**src/rtl/pipeline_ctrl_pkg.sv**
```systemverilog
// Shared types and constants for the pipeline hazard controller.
package pipeline_ctrl_pkg;

  typedef enum logic [1:0] {
    RUN      = 2'd0,
    MEM_WAIT = 2'd1,
    ERROR    = 2'd2
  } state_e;

  localparam int unsigned REG_ZERO            = 0;
  localparam int unsigned DEFAULT_MEM_TIMEOUT = 15;
  localparam int unsigned TIMER_W             = 8;

endpackage

```
**src/rtl/mem_wait_timer.sv**
```systemverilog
// Counts data-memory wait cycles; expired_c flags that the count reached MEM_TIMEOUT.
module mem_wait_timer
  import pipeline_ctrl_pkg::*;
#(
  parameter int unsigned MEM_TIMEOUT = DEFAULT_MEM_TIMEOUT
) (
  input  logic clk,
  input  logic reset,
  input  logic load,
  input  logic inc,
  input  logic clear,
  output logic expired_c
);

  logic [TIMER_W-1:0] count;

  always_ff @(posedge clk) begin
    if (reset || clear) begin
      count <= '0;
    end else if (load) begin
      count <= TIMER_W'(1);
    end else if (inc) begin
      count <= count + TIMER_W'(1);
    end
  end

  assign expired_c = (count == TIMER_W'(MEM_TIMEOUT));

endmodule

```
**src/rtl/pipeline_hazard_controller.sv**
```systemverilog
// Stall/flush sequencer for the 5-stage pipeline (load-use, branch/jump, memory wait).
// Build option: define HAZARD_PERF_CNT_EN to implement the stall/flush performance counters.
module pipeline_hazard_controller
  import pipeline_ctrl_pkg::*;
#(
  parameter int unsigned REG_ADDR_W  = 6,
  parameter int unsigned MEM_TIMEOUT = DEFAULT_MEM_TIMEOUT,
  parameter int unsigned CNT_W       = 32
) (
  input  logic                  clk,
  input  logic                  reset,
  input  logic [REG_ADDR_W-1:0] id_rs,
  input  logic [REG_ADDR_W-1:0] id_rt,
  input  logic                  ex_mem_read,
  input  logic [REG_ADDR_W-1:0] ex_write_register,
  input  logic                  ex_branch_taken,
  input  logic                  id_jump,
  input  logic                  mem_mem_read,
  input  logic                  mem_mem_write,
  input  logic                  mem_ready,
  output logic                  mem_req,
  output logic                  pc_write,
  output logic                  if_id_write,
  output logic                  if_id_flush,
  output logic                  id_ex_hold,
  output logic                  id_ex_flush,
  output logic                  ex_mem_hold,
  output logic                  mem_wb_bubble,
  output logic                  mem_error,
  output logic [CNT_W-1:0]      stall_cycles,
  output logic [CNT_W-1:0]      flush_count
);

  state_e state, state_nxt;
  logic   mem_access, load_use;
  logic   freeze, run_rules;
  logic   timer_load, timer_inc, timer_clear, timer_expired;

  assign mem_access = mem_mem_read | mem_mem_write;
  assign load_use   = ex_mem_read
                    && (ex_write_register != REG_ADDR_W'(REG_ZERO))
                    && ((ex_write_register == id_rs) || (ex_write_register == id_rt));

  always_ff @(posedge clk) begin
    if (reset) begin
      state <= RUN;
    end else begin
      state <= state_nxt;
    end
  end

  mem_wait_timer #(.MEM_TIMEOUT(MEM_TIMEOUT)) u_timer (
    .clk       (clk),
    .reset     (reset),
    .load      (timer_load),
    .inc       (timer_inc),
    .clear     (timer_clear),
    .expired_c (timer_expired)
  );

  // Next state and control outputs; while reset is high every output keeps its reset value.
  always_comb begin
    state_nxt     = state;
    mem_req       = 1'b0;
    pc_write      = 1'b1;
    if_id_write   = 1'b1;
    if_id_flush   = 1'b0;
    id_ex_hold    = 1'b0;
    id_ex_flush   = 1'b0;
    ex_mem_hold   = 1'b0;
    mem_wb_bubble = 1'b0;
    mem_error     = 1'b0;
    timer_load    = 1'b0;
    timer_inc     = 1'b0;
    timer_clear   = 1'b0;
    freeze        = 1'b0;
    run_rules     = 1'b0;

    if (!reset) begin
      unique case (state)
        RUN: begin
          mem_req = mem_access;
          if (mem_access && !mem_ready) begin
            freeze     = 1'b1;
            timer_load = 1'b1;
            state_nxt  = MEM_WAIT;
          end else begin
            run_rules = 1'b1;
          end
        end
        MEM_WAIT: begin
          mem_req = mem_access;
          if (mem_ready) begin
            run_rules   = 1'b1;
            timer_clear = 1'b1;
            state_nxt   = RUN;
          end else begin
            freeze = 1'b1;
            if (timer_expired) begin
              state_nxt = ERROR;
            end else begin
              timer_inc = 1'b1;
            end
          end
        end
        ERROR: begin
          freeze    = 1'b1;
          mem_error = 1'b1;
        end
        default: state_nxt = RUN;
      endcase

      if (freeze) begin
        pc_write      = 1'b0;
        if_id_write   = 1'b0;
        id_ex_hold    = 1'b1;
        ex_mem_hold   = 1'b1;
        mem_wb_bubble = 1'b1;
      end

      // A taken branch squashes the instructions that would cause load-use or jump.
      if (run_rules) begin
        if (ex_branch_taken) begin
          if_id_flush = 1'b1;
          id_ex_flush = 1'b1;
        end else if (load_use) begin
          pc_write    = 1'b0;
          if_id_write = 1'b0;
          id_ex_flush = 1'b1;
        end else if (id_jump) begin
          if_id_flush = 1'b1;
        end
      end
    end
  end

`ifdef HAZARD_PERF_CNT_EN
  // Saturating performance counters.
  always_ff @(posedge clk) begin
    if (reset) begin
      stall_cycles <= '0;
      flush_count  <= '0;
    end else begin
      if (!pc_write && (stall_cycles != '1)) begin
        stall_cycles <= stall_cycles + CNT_W'(1);
      end
      if ((if_id_flush || id_ex_flush) && (flush_count != '1)) begin
        flush_count <= flush_count + CNT_W'(1);
      end
    end
  end
`else
  assign stall_cycles = '0;
  assign flush_count  = '0;
`endif

endmodule
```
**config.mk**
```make
export PLATFORM = sky130hd
export DESIGN_NAME = pipeline_hazard_controller
export DESIGN_NICKNAME = d
export VERILOG_FILES = /design/src/rtl/pipeline_ctrl_pkg.sv /design/src/rtl/mem_wait_timer.sv /design/src/rtl/pipeline_hazard_controller.sv
export SDC_FILE = /design/constraint.sdc
export NUM_CORES = 1
export LEC_CHECK = 0
export CAP_MARGIN = 15
export CELL_PAD_IN_SITES_DETAIL_PLACEMENT = 0
export CELL_PAD_IN_SITES_GLOBAL_PLACEMENT = 1
export CORE_MARGIN = 10
export CORE_UTILIZATION = 35
export DETAILED_ROUTE_END_ITERATION = 8
export DONT_BUFFER_PORTS = 1
export PLACE_DENSITY_LB_ADDON = 0.1
export REMOVE_ABC_BUFFERS = 1
export SYNTH_ARGS = -nofsm -noshare
export SYNTH_HDL_FRONTEND = slang
export SYNTH_SLANG_ARGS = --single-unit
```
**constraint.sdc**
```tcl
create_clock -name clk -period 3.4 [get_ports clk]
set_clock_uncertainty 0.05 [all_clocks]
set_input_delay 0.68 -clock clk [delete_from_list [all_inputs] [get_ports clk]]
set_output_delay 0.68 -clock clk [all_outputs]
set_load 0.02 [all_outputs]
```
==> results.toml, run 1 <==
[run_status]
status = "complete, no violations"

[setup_path]
end_kind = "output port"
criticalPathCategory = "input pin to output port"
start_kind = "input pin"
timing.rr.start = "state[1]"
r2r_end = "u_timer.count[5]"
ff2ff_setup_slack_ps = 1460
ff2ff_path_depth = 4
crit_arrival_ps = 1630
crit_required_ps = 2670
path_max_fanout = 3

[hold_path]
hold_start = "u_timer.count[1]"
holdPathStages = 2
hold_end = "u_timer.count[1]"
hold_class = "flop to flop"

[clock_tree]
htreeDepth = 1
cts_hold_buf = 0
tritoncts = "built"
cts-buffers-inserted = 3
clkLatencyLatePin_ps = 260
cts_resized = 0
post_cts_buffers = 0
clockRootBuffer = "clkbuf_4"
clock-sinks = 10
ctsLongestPathBuffers = 2
clkSlewWorstSetupHoldPaths_ps = 70

[sta]
setup_viol = 0
grt_setup_unrepaired = "no"
tightest_slew_ps = 722
maxSlewViolCount = 0
post-route-period-util_pct = 69.5
min_period_ps = 2360
hold_ws_ps = 435
timing.slew.headroom_pct = 51.4
fmaxAchievable_ghz = 0.423
hold_violations = 0
fin_setup_tns_ps = 0

[synthesis]
synth.largest_area_cell = "buf_4"
synth_edf_count = 0
synth_ff_type = "dfxtp_1"
netlist_area_um2 = 1210
synth_compound_area_share_pct = 11.6
synth_top_family_by_area = "buffers and inverters"
synth_area_leaders = "buf_4, dfxtp_1, xnor2_1"
synth_adder_area_share_pct = 1.03
async_flop_share_pct = 0
synthMuxAreaShare_pct = 0
ys_seq_area_share_pct = 16.5
synth_top_area_share_pct = 41.4
syn_avg_cell_area_um2 = 7.88
syn_inst = 154
synth-simple-area-share_pct = 17.6
synth-seq-cells = 10
yosysWarnings = 0
yosys.area_share.xor_xnor_pct = 10.8
synthDistinctLibCells = 34

[final_layout]
n_antenna_cell = 0
drive_gt1_share_pct = 7.05
final_area_um2 = 1060
area_growth_pct = -13.0
fin_nets = 184
utilization_pct = 31.6

[routing]
drc = 0
vias = 820
firstDrtPassIters = 3
drt_iter0_markers = 30
wl_um = 2680
routedWlPerCell_um = 13.3
ant_nets = 0
avgViaCountPerCell = 4.06

[run]
drv_cap = 0

[placement]
portBuffers = 0
hpwl_um = 2410
gp_congestion = 0.760
dpl_cell_area_um2 = 1020

[floorplanning]
die_w_um = 78.9
die_y_um = 78.9
pin_count = 99
fp.dieArea_um2 = 6220
rows = 21
core-area_um2 = 3340
initial_core_util_pct = 36.4

[global_route]
grt_pass1_wl_um = 4180
overflow = 0
grt_pass1_vias = 924
grtUsageTotal_pct = 8.02
antenna_found_initial = 0
grt_max_degree = 9

[pwr]
power_density_nw_per_um2 = 322
total_leakage_power_uw = 0.000463
p_total_uw = 340
peakVddDrop_mv = 0.0656
==> cell usage after synthesis (all sizes together), types with 2 or more instances <==
master / n
a31oi: 2
a21oi: 8
xnor2: 14
dfxtp: 10
or4: 3
inv: 2
nor4: 2
nor3: 2
o31ai: 3
and3: 2
buf: 67
or4b: 2
a21o: 2
nand2: 9
nor2: 6
nand3: 3
nand4: 2
==> where the power goes <==
part	internal, uW	switching (uW)	leakage [uW]
clock network	65.0	42.5	0.0000210
logic	21.6	89.2	0.000362
registers	119	2.19	0.0000809
total	206	134	0.000463
==> stage by stage <==
stage / cells / worst slack, ps
finish: 202 / 1040
global route: 202 / 932
CTS: 202 / 1010
detailed placement: 198 / 1010
global placement: 198 / 1010
floorplan: 150 / 125
==> registers in the layout, summed over array words and instances (netlist names) <==
signal / count
state: 2
u_timer.count: 8
==> worst max path at each step <==
| stage | startpoint | end | depth (start not counted) |
|---|---|---|---|
| after floorplan | mem_mem_write | if_id_write | 4 |
| after global placement | ex_write_register[2] | if_id_flush | 4 |
| after detailed placement | ex_write_register[2] | if_id_flush | 4 |
| after CTS | ex_write_register[2] | if_id_flush | 4 |
| after global routing | ex_write_register[2] | if_id_flush | 4 |
| final | ex_write_register[2] | if_id_flush | 4 |
==> area by class of cell <==
| cell class | instances | area, um2 |
|---|---|---|
| inverter | 2 | 7.51 |
| tap | 46 | 57.6 |
| fill | 389 | 2280 |
| timing repair buffer | 2 | 15.0 |
| sequential | 10 | 200 |
| multi-input combinational | 138 | 739 |
| clock buffer | 4 | 36.3 |
==> metal layers <==
layer  GRT usage (%)  share of wire (%)
met1            6.56                 32
met2            13.1                 45
met3            9.12                 22
met4            1.08               0.37
met5               0                  0
==> placed cells by master, fill, tap and decap left out, types with 3 or more instances in the layout <==
master	instances
conb_1	64
xnor2_1	14
dfxtp_1	10
nand2_1	9
a21oi_1	8
nor2_1	6
nand3_1	3
or4_1	3
o31ai_1	3
clkbuf_4	3
==> cell families (layout without fill, tap and decap cells) <==
family                   count (synthesis)  after routing
buffers and inverters                   69              8
XOR/XNOR                                15             15
AND/OR/NAND/NOR                         37             37
other                                    1             64
AO/OA/AOI/OAI                           21             21
adder cells (fa/ha/maj)                  1              1
flip-flops                              10             10
==> critical path: stages <==
cell     delay (ps)
nor4_1          250
nand2_1         100
and3b_1         190
a21oi_1         400
No activity file was read; power rests on OpenSTA's default activity.
==> run 2: changes to the inputs <==
==> constraint.sdc (replaced) <==
create_clock -name clk -period 2.1 [get_ports clk]
set_clock_uncertainty 0.05 [all_clocks]
set_input_delay 0.42 -clock clk [delete_from_list [all_inputs] [get_ports clk]]
set_output_delay 0.42 -clock clk [all_outputs]
set_load 0.02 [all_outputs]
==> results.toml, run 2 (synthesized netlist as in run 1, its figures left out) <==
[sta]
hold_ws_ps = 290
fmaxAchievable_ghz = 0.501
setup_viol = 0
tightest_slew_ps = 495
fin_setup_tns_ps = 0
timing.slew.headroom_pct = 66.9
grt_setup_unrepaired = "no"
min_period_ps = 1990
maxSlewViolCount = 0
hold_violations = 0
post-route-period-util_pct = 95.0

[floorplanning]
die_w_um = 78.9
initial_core_util_pct = 36.4
die_y_um = 78.9
core-area_um2 = 3340
rows = 21
fp.dieArea_um2 = 6220
pin_count = 99

[setup_path]
crit_arrival_ps = 1520
crit_path_top_delay_cell = "or3_2"
crit_required_ps = 1630
start_kind = "flop"
criticalPathCategory = "flop to output port"
cp.buffers_inverters = 1
cp-startpoint = "state[1]"
path_max_fanout = 7
critPathTopFamily = "simple AND/OR/NAND/NOR gates"
max_stage_delay_ps = 480
end_kind = "output port"
timing.rr.start = "state[0]"
crit_chain = "or3_2 -> a21oi_2 -> a31oi_1 -> buf_4"

[clock_tree]
cts_hold_buf = 0
clkLatencyLatePin_ps = 270
clockRootBuffer = "clkbuf_4"
clkSlewWorstSetupHoldPaths_ps = 70
tritoncts = "built"
cts-buffers-inserted = 3
clock-sinks = 10
htreeDepth = 1
ctsLongestPathBuffers = 2

[pwr]
peakVddDrop_mv = 0.147
power_density_nw_per_um2 = 507
total_leakage_power_uw = 0.000490
p_total_uw = 559

[global_route]
antenna_found_initial = 0
grtUsageTotal_pct = 8.28
grt_max_degree = 9
overflow = 0
grt_pass1_vias = 956
grt_pass1_wl_um = 4340

[routing]
vias = 846
wl_um = 2720
drt_iter0_markers = 36
drc = 0
avgViaCountPerCell = 4.09
ant_nets = 0
firstDrtPassIters = 4
routedWlPerCell_um = 13.1

[run_status]
status = "complete, no violations"

[final_layout]
n_antenna_cell = 0
largest_reg_flops = 8
utilization_pct = 33.0
mostFrequentLayoutCells = "conb_1, xnor2_1, nand2_1"
nFillCells = 371
area_growth_pct = -9.18
fin_nets = 189
largest_register = "u_timer.count"
top_regs = "u_timer.count (8), state (2)"
final_common_cell = "conb_1"
drive_gt1_share_pct = 11.8

[hold_path]
hold_class = "input pin to flop"
hold_start = "reset"

[placement]
hpwl_um = 2450
portBuffers = 0
gp_congestion = 0.703

[run]
drv_cap = 0
run 2: cell count changes in the layout (fill, tap and decap cells not counted):
cell     delta
a21oi_2     +1
buf_4       +5
dfxtp_2     +1
a21oi_1     -1
dfxtp_1     -2
dfxtp_4     +1
run 2: worst register-to-register path: stages, from the launching register on:
cell	delay (ps)
dfxtp_4	360
buf_4	110
or4b_4	470
a21o_4	230
or4_1	500
a21oi_1	140
run 2: layout make-up:
type                            instances  area [um2]  share of cell area (%)
Timing Repair Buffer                    7        52.6                    4.77
Tap cell                               46        57.6                    5.22
Multi-Input combinational cell        138         743                    67.4
Clock buffer                            4        36.3                    3.29
Sequential cell                        10         205                    18.6
Inverter                                2        7.51                   0.681
run 2: per-layer routing:
layer  part of all wire, %  vias up  wire [um]  GRT usage (%)
met4                  0.37        0         10           1.61
met2                    46       61       1240           13.7
met1                    33      380        887           6.75
li1                      -      403          -              -
met3                    21        2        576           8.78
met5                     0        -          0              0
run 2: stage by stage:
step                      area [um2]  setup WS [ps]  std cells
after detailed placement        1050            157        202
final                           1100            106        207
after global routing            1100           8.51        207
after CTS                       1090           45.5        206
after global placement          1050            183        202
after floorplan                  947           -655        150
run 2: worst paths after layout:
path / endpoint / slack, ps / depth (start not counted)
min: u_timer.count[0] / 290 / 2
max: pc_write / 110 / 4
min reg2reg: u_timer.count[7] / 440 / 2
max reg2reg: u_timer.count[5] / 160 / 5
run 2: what timing repair did:
| action | 4_1_cts | 5_1_grt |
|---|---|---|
| hold endpoints to repair | 0 | 0 |
| setup endpoints to repair | 5 | 5 |
| gates resized for setup | 2 | 2 |
| pin swaps | 0 | 1 |
| setup buffers | 0 | 1 |
run 2: power breakdown:
part	internal [uW]	leakage, uW	switching, uW
Sequential	193	0.0000821	3.15
Clock	105	0.0000210	70.3
Combinational	40.9	0.000387	147
Total	339	0.000490	220
==> run 3: changes to the inputs <==
--- a/config.mk
+++ b/config.mk
@@ -13,6 +13,7 @@
 export DETAILED_ROUTE_END_ITERATION = 8
 export DONT_BUFFER_PORTS = 1
 export PLACE_DENSITY_LB_ADDON = 0.1
+export RECOVER_POWER = 100
 export REMOVE_ABC_BUFFERS = 1
 export SYNTH_ARGS = -nofsm -noshare
 export SYNTH_HDL_FRONTEND = slang
==> results.toml, run 3 (synthesized netlist as in run 1, its figures left out) <==
[floorplanning]
die_w_um = 78.9
die_y_um = 78.9
initial_core_util_pct = 36.4
fp.dieArea_um2 = 6220
core-area_um2 = 3340
pin_count = 99
rows = 21

[routing]
vias = 852
drc = 0
wl_um = 2710
routedWlPerCell_um = 13.1
avgViaCountPerCell = 4.12
drt_iter0_markers = 36
firstDrtPassIters = 4
ant_nets = 0

[global_route]
overflow = 0
grt_pass1_vias = 956
grt_pass1_wl_um = 4340
grtUsageTotal_pct = 8.28
grt_max_degree = 9
antenna_found_initial = 0

[sta]
min_period_ps = 2010
fmaxAchievable_ghz = 0.499
grt_setup_unrepaired = "no"
tightest_slew_ps = 495
maxSlewViolCount = 0
setup_ws_ps = 94.7
post-route-period-util_pct = 95.5
hold_violations = 0
timing.slew.headroom_pct = 66.9
setup_viol = 0

[pwr]
peakVddDrop_mv = 0.147
p_total_uw = 556
power_density_nw_per_um2 = 509
total_leakage_power_uw = 0.000481

[setup_path]
start_kind = "flop"
crit_chain = "or3_2 -> a21oi_2 -> clkbuf_4"
end_kind = "output port"
path_max_fanout = 7
timing.rr.start = "state[0]"
criticalPathCategory = "flop to output port"
cp.buffers_inverters = 1
max_stage_delay_ps = 480
ff2ff_setup_slack_ps = 100
critPathTopFamily = "simple AND/OR/NAND/NOR gates"
crit_arrival_ps = 1540
crit_required_ps = 1630
ff2ff_path_depth = 5
crit_path_top_delay_cell = "or3_2"
r2r_end = "u_timer.count[5]"

[final_layout]
fin_nets = 189
final_area_um2 = 1090
n_antenna_cell = 0
drive_gt1_share_pct = 10.6
top_regs = "u_timer.count (8), state (2)"
largest_register = "u_timer.count"
area_growth_pct = -10.0
final_common_cell = "conb_1"
mostFrequentLayoutCells = "conb_1, xnor2_1, nand2_1"
largest_reg_flops = 8

[clock_tree]
clock-sinks = 10
htreeDepth = 1
clockRootBuffer = "clkbuf_4"
tritoncts = "built"
cts-buffers-inserted = 3
clkSlewWorstSetupHoldPaths_ps = 70
ctsLongestPathBuffers = 2
clkLatencyLatePin_ps = 270

[placement]
portBuffers = 0
dpl_worst_slack_ps = 157
dpl_cell_area_um2 = 1050
hpwl_um = 2450
gp_congestion = 0.703

[run]
drv_cap = 0

[hold_path]
holdPathStages = 2
hold_class = "input pin to flop"
hold_start = "reset"
hold_end = "u_timer.count[0]"

[run_status]
status = "complete, no violations"
[run 3: cell count changes in the layout (fill, tap and decap cells not counted), sizes merged]
cell / previous run / this run
buf: 7 / 3
clkbuf: 4 / 8
[run 3: worst register-to-register path, delay by kind of cell, from the launching register on]
kind / cells / cell delay, ps
and+or+nand+nor: 2 / 1000
AOI/OAI and AO/OA: 2 / 370
DFF: 1 / 360
buffers and inverters: 1 / 150
[run 3: report_power, final]
part	internal (uW)	switching [uW]
clock network	105	70.3
registers	193	3.09
logic	37.8	147
total	336	220
[run 3: worst max path at each step]
stage                        from               end  slack [ps]  depth (start not counted)
finish                   state[1]     mem_wb_bubble          90                          3
CTS                      state[1]          pc_write          50                          4
floorplan           mem_mem_write       if_id_write        -650                          4
global placement        mem_ready  u_timer.count[5]         180                          4
detailed placement      mem_ready  u_timer.count[5]         160                          4
global route             state[1]       if_id_write          10                          4
[run 3: per-stage QoR]
stage / hold WS (ps) / cells / util [%] / setup TNS (ps)
2_1_floorplan: 403 / 150 / - / -1910
3_3_place_gp: 432 / 202 / 31.5 / 0
3_5_place_dp: 431 / 202 / 31.5 / 0
4_1_cts: 288 / 206 / 32.7 / 0
5_1_grt: 270 / 207 / 32.7 / 0
6_report: 290 / 207 / 32.7 / 0
[run 3: layout make-up]
cell class	instances	area (um2)
tap	46	57.6
multi-input combinational	138	743
inverter	2	7.51
timing repair buffer	7	42.5
clock buffer	4	36.3
fill	375	2240
sequential	10	205
[run 3: timing repair]
action / 4_1_cts / 5_1_grt
pin swaps: 0 / 1
setup buffers: 0 / 1
gates resized for setup: 2 / 2
endpoints found under the setup margin: 5 / 5
hold buffers: 0 / 0
[run 3: per-layer routing]
layer / vias to the layer above / wire length (um) / track usage [%]
li1: 404 / - / -
met1: 383 / 882 / 6.75
met2: 63 / 1240 / 13.7
met3: 2 / 579 / 8.78
met4: 0 / 10 / 1.61
met5: - / 0 / 0
